<file path="src/rtl/d_sramlike_bridge.sv">
// M-stage data access to SRAM-like bus bridge; optional kseg0/kseg1 address map under D_ADDR_MAP_EN.
// Latency: request issued same cycle as mem_en, load data in mem_rdata 2 cycles later at best.
// Backpressure: mem_stall holds the pipeline until DONE; one outstanding transaction maximum.
module d_sramlike_bridge (
    input  logic        clk,
    input  logic        rst,
    input  logic        mem_en,
    input  logic [3:0]  mem_wen,
    input  logic [1:0]  mem_size,
    input  logic [31:0] mem_addr,
    input  logic [31:0] mem_wdata,
    input  logic        mem_flush,
    input  logic        cpu_stall_other,
    output logic [31:0] mem_rdata,
    output logic        mem_stall,
    output logic        data_req,
    output logic        data_wr,
    output logic [1:0]  data_size,
    output logic [31:0] data_addr,
    output logic [31:0] data_wdata,
    input  logic        data_addr_ok,
    input  logic        data_data_ok,
    input  logic [31:0] data_rdata
);

    typedef enum logic [1:0] {IDLE, REQ, WAIT, DONE} state_t;

    state_t      state, stateNext;
    logic        discard, discardNext;
    logic        capture;
    logic        issue;
    logic [31:0] rdataQ;
    logic        wrQ;
    logic [1:0]  sizeQ;
    logic [31:0] addrQ;
    logic [31:0] wdataQ;
    logic [31:0] mappedAddr;

    // kseg0/kseg1 are unmapped windows onto the low 512 MB of physical space
    always_comb begin
`ifdef D_ADDR_MAP_EN
        mappedAddr = (mem_addr[31:30] == 2'b10) ? {3'b000, mem_addr[28:0]} : mem_addr;
`else
        mappedAddr = mem_addr;
`endif
    end

    assign issue = (state == IDLE) && mem_en && !mem_flush;

    always_comb begin
        stateNext   = state;
        discardNext = discard;
        capture     = 1'b0;
        case (state)
            IDLE: begin
                if (issue) begin
                    stateNext = data_addr_ok ? WAIT : REQ;
                end
            end
            REQ: begin
                if (mem_flush) begin
                    discardNext = 1'b1;
                end
                if (data_addr_ok) begin
                    stateNext = WAIT;
                end
            end
            WAIT: begin
                if (mem_flush) begin
                    discardNext = 1'b1;
                end
                // a flush landing on the response cycle still drops the data
                if (data_data_ok) begin
                    if (discard || mem_flush) begin
                        stateNext = IDLE;
                    end else begin
                        stateNext = DONE;
                        capture   = 1'b1;
                    end
                end
            end
            DONE: begin
                if (mem_flush || !cpu_stall_other) begin
                    stateNext = IDLE;
                end
            end
            default: stateNext = IDLE;
        endcase
        if (stateNext == IDLE) begin
            discardNext = 1'b0;
        end
    end

    always_ff @(posedge clk or negedge rst) begin
        if (!rst) begin
            state   <= IDLE;
            discard <= 1'b0;
            rdataQ  <= 32'h0;
            wrQ     <= 1'b0;
            sizeQ   <= 2'b00;
            addrQ   <= 32'h0;
            wdataQ  <= 32'h0;
        end else begin
            state   <= stateNext;
            discard <= discardNext;
            if (capture) begin
                rdataQ <= data_rdata;
            end
            if (issue) begin
                wrQ    <= |mem_wen;
                sizeQ  <= mem_size;
                addrQ  <= mappedAddr;
                wdataQ <= mem_wdata;
            end
        end
    end

    // IDLE presents the live M-stage fields; afterwards the latched copy keeps them stable
    assign data_req   = issue || (state == REQ);
    assign data_wr    = (state == IDLE) ? |mem_wen   : wrQ;
    assign data_size  = (state == IDLE) ? mem_size   : sizeQ;
    assign data_addr  = (state == IDLE) ? mappedAddr : addrQ;
    assign data_wdata = (state == IDLE) ? mem_wdata  : wdataQ;

    assign mem_stall = mem_en && !((state == DONE) && !discard);
    assign mem_rdata = rdataQ;

endmodule
</file>
<file path="config.mk">
export PLATFORM = sky130hd
export DESIGN_NAME = d_sramlike_bridge
export DESIGN_NICKNAME = d
export VERILOG_FILES = /design/src/rtl/d_sramlike_bridge.sv
export SDC_FILE = /design/constraint.sdc
export NUM_CORES = 1
export LEC_CHECK = 0
export BUFFER_PORTS_ARGS = -buffer_cell sky130_fd_sc_hd__buf_2
export CAP_MARGIN = 40
export CORE_ASPECT_RATIO = 2
export CORE_MARGIN = 2
export CORE_UTILIZATION = 40
export DETAILED_ROUTE_END_ITERATION = 16
export PLACE_DENSITY = 0.72
export SLEW_MARGIN = 20
export SYNTH_ARGS = -nofsm -noshare
export SYNTH_HDL_FRONTEND = slang
export SYNTH_SLANG_ARGS = --single-unit
export TNS_END_PERCENT = 1
</file>
<file path="constraint.sdc">
create_clock -name clk -period 2.2 [get_ports clk]
set_clock_uncertainty 0.2 [all_clocks]
set_input_delay 0.44 -clock clk [delete_from_list [all_inputs] [get_ports clk]]
set_output_delay 0.44 -clock clk [all_outputs]
set_load 0.03 [all_outputs]
</file>
==> impl_metrics.env <==
export IMPL_cts_tree="yes"
export IMPL_post_route_period_util=1.09
export IMPL_io_buffers=209
export IMPL_fmax_ghz=0.416
export IMPL_crit_fanout=9
export IMPL_setup_viol=69
export IMPL_finalPower_mw=13.5
export IMPL_placed_cell_area_um2=6050
export IMPL_ys_seq_elements=102
export IMPL_routed_wl_mm=13.9
export IMPL_vdd_drop_max_mv=1.14
export IMPL_drive_above_1_share=0.517
export IMPL_power_density_nw_per_um2=1850
export IMPL_remaining_drc_errors=0
export IMPL_dr_total_vias=4165
export IMPL_vias_per_cell=5.02
export IMPL_status="complete, but fails checks"
export IMPL_dp_hpwl_mm=8.74
export IMPL_slowest_delay_ns=0.39
export IMPL_dp_cells=799
export IMPL_cp_data_required_time_ns=1.56
export IMPL_area_growth_pct=52.0
export IMPL_wl_per_cell_um=16.7
export IMPL_cpLargestDelayFamily="buffers and inverters"
export IMPL_path_class="register to output port"
export IMPL_leakagePower_nw=3.90
export IMPL_gp_congestion=0.820
export IMPL_final_area_um2=7310
export IMPL_numCtsBuffers=9
export IMPL_drtIter0Drc=154
export IMPL_start_kind="register"
export IMPL_final_nets=794
export IMPL_n_antenna_cell=0
export IMPL_rsz0062_at_grt="true"
export IMPL_syn_area_um2=4810
export IMPL_dr_pass1_iters=4
export IMPL_ys_seq_area_frac=0.531
export IMPL_tightest_slew_ns=0.548
export IMPL_slew_headroom=0.635
export IMPL_die_width_um=81.5
export IMPL_yosysUniqueCellTypes=28
export IMPL_synth_cells=461
export IMPL_gr_usage_all_layers=0.204
export IMPL_grt_max_degree=103
export IMPL_fin_crit_ns=2.41
export IMPL_critPathSlowestCell="dfrtp_1"
export IMPL_core_area_um2=11700
export IMPL_postRouteAntennaNets=0
export IMPL_end_kind="output port"
export IMPL_antenna_found_initial=0
export IMPL_initial_core_util=0.411
export IMPL_path_clk_slew_ns=0.07
export IMPL_die_y_um=159
export IMPL_crit_chain="inv_2 > ha_4 > buf_8 > buf_16 > mux2_4 > buf_6"
export IMPL_cp_num_buf_inv=4
export IMPL_drv_cap=0
export IMPL_worst_slack_ns=-0.205
export IMPL_mostFrequentLayoutCell="nand2_1"
export IMPL_layout_common_cells="202 x nand2_1, 139 x buf_2, 102 x dfrtp_1"
export IMPL_hold_viol_final=0
export IMPL_syn_num_nets=575
export IMPL_grt_first_pass_wirelength_mm=20.5
export IMPL_first_global_vias=4331
export IMPL_fin_cells=830
export IMPL_holdWs_ns=0.107
export IMPL_crit_arrival_ns=1.77
export IMPL_final_util=0.625
export IMPL_hp_class="input port to register"
export IMPL_ctsLongestPathBuffers=2
export IMPL_ios=210
export IMPL_die_area_um2=13000
export IMPL_num_rows=56
export IMPL_clk_latency_ns=0.33
export IMPL_root_buffer="clkbuf_16"
export IMPL_avgSynthCellArea_um2=10.4
export IMPL_ys_warn_count=0
export IMPL_htreeDepth=3
export IMPL_drv_slew=0
export IMPL_grt_overflow_total=0
export IMPL_violations="setup timing"
export IMPL_cts_num_sinks=102
[cell usage after synthesis]
| cell type | number | area, µm² |
|---|---|---|
| mux2_2 | 95 | 1070 |
| a21oi_1 | 1 | 5.00 |
| clkbuf_2 | 1 | 5.00 |
| nor3b_1 | 1 | 7.51 |
| and3b_1 | 2 | 17.5 |
| nor2_1 | 2 | 7.51 |
| and4bb_1 | 1 | 12.5 |
| o31ai_2 | 1 | 12.5 |
| o21ai_0 | 2 | 10.0 |
| inv_1 | 3 | 11.3 |
| a211oi_1 | 1 | 7.51 |
| buf_2 | 19 | 95.1 |
| nand2b_1 | 1 | 6.26 |
| a21boi_0 | 1 | 7.51 |
| o21a_1 | 1 | 7.51 |
| and3_4 | 1 | 11.3 |
| ha_1 | 5 | 62.6 |
| nand3b_1 | 1 | 7.51 |
| and3_1 | 1 | 6.26 |
| clkbuf_1 | 7 | 26.3 |
| nor2b_1 | 3 | 18.8 |
| nand2_1 | 202 | 758 |
| a32oi_1 | 1 | 8.76 |
| dfrtp_1 | 102 | 2550 |
| mux2_1 | 3 | 33.8 |
| a211oi_4 | 1 | 20.0 |
| nor4_1 | 1 | 6.26 |
| a2bb2oi_2 | 1 | 15.0 |
[state kept, by name, indices dropped and copies added, names as in the netlist]
register / cells
discard: 1
wdataQ: 32
mem_rdata: 32
sizeQ: 2
addrQ: 32
state: 2
wrQ: 1
[cell type report]
type / count / area [µm²]
fill: 934 / 4390
sequential: 102 / 2550
timing repair buffer: 235 / 1880
clock inverter: 5 / 60.1
inverter: 3 / 11.3
tap: 145 / 181
multi-input combinational: 329 / 2390
clock buffer: 11 / 233
[stage by stage]
step | setup slack (ns) | TNS, ns
detailed placement | 0.0212 | 0
finish | -0.205 | -10.83
floorplan | -0.0377 | -0.668
CTS | -0.216 | -12.37
global placement | 0.0825 | 0
global route | -0.259 | -14.72
[timing repair]
item / in CTS / in global routing
cloned: 4 / 3
pin swaps: 2 / 2
gates resized for setup: 178 / 43
hold endpoints to repair: 91 / 0
buffers inserted: 6 / 2
hold buffers: 1 / 0
endpoints found under the setup margin: 68 / 70
[worst reg2reg max path: cells and delay by family (launching register included)]
kind / cells / cell delay, ns
AND/OR/NAND/NOR: 1 / 0.21
buffers and inverters: 3 / 0.40
adder cells (fa/ha/maj): 1 / 0.20
AO/OA/AOI/OAI: 3 / 0.62
flip-flops: 1 / 0.39
[metal layers]
layer | global-route usage | part of all wire | vias to the layer above
met5 | 0 | 0 | -
met4 | 0.107 | 0.036 | 0
met3 | 0.0312 | 0.045 | 40
met2 | 0.370 | 0.55 | 160
met1 | 0.217 | 0.36 | 2034
li1 | - | - | 1931
[worst paths after layout]
kind,start,to,slack [ns],cells after the start
worst max-delay path,state[0]$_DFF_PN0_,data_wdata[30],-0.21,6
worst min-delay path,mem_wdata[18],wdataQ[18]$_DFFE_PN0N_,0.11,3
max in group asynchronous,rst,wdataQ[13]$_DFFE_PN0N_,0.87,3
worst max register to register,state[1]$_DFF_PN0_,discard$_DFFE_PN0P_,0.08,8
worst min register to register,mem_rdata[30]$_DFFE_PN0P_,mem_rdata[30]$_DFFE_PN0P_,0.28,1
min in group asynchronous,rst,mem_rdata[19]$_DFFE_PN0P_,0.49,3
[where the power goes]
group	total (mW)	leakage [nW]	switching [mW]	internal [mW]
clock	1.55	0.140	0.667	0.885
combinational	8.66	2.50	4.49	4.17
sequential	3.30	1.26	0.523	2.77
total	13.5	3.90	5.68	7.83
[kinds of logic after synthesis]
family	Yosys count	synth area share
DFF	102	0.531
AOI/OAI and AO/OA	10	0.0195
muxes	98	0.229
and+or+nand+nor	216	0.179
adders and majority gates	5	0.0130
buffers and inverters	30	0.0286
(Power assumes the default switching activity.)
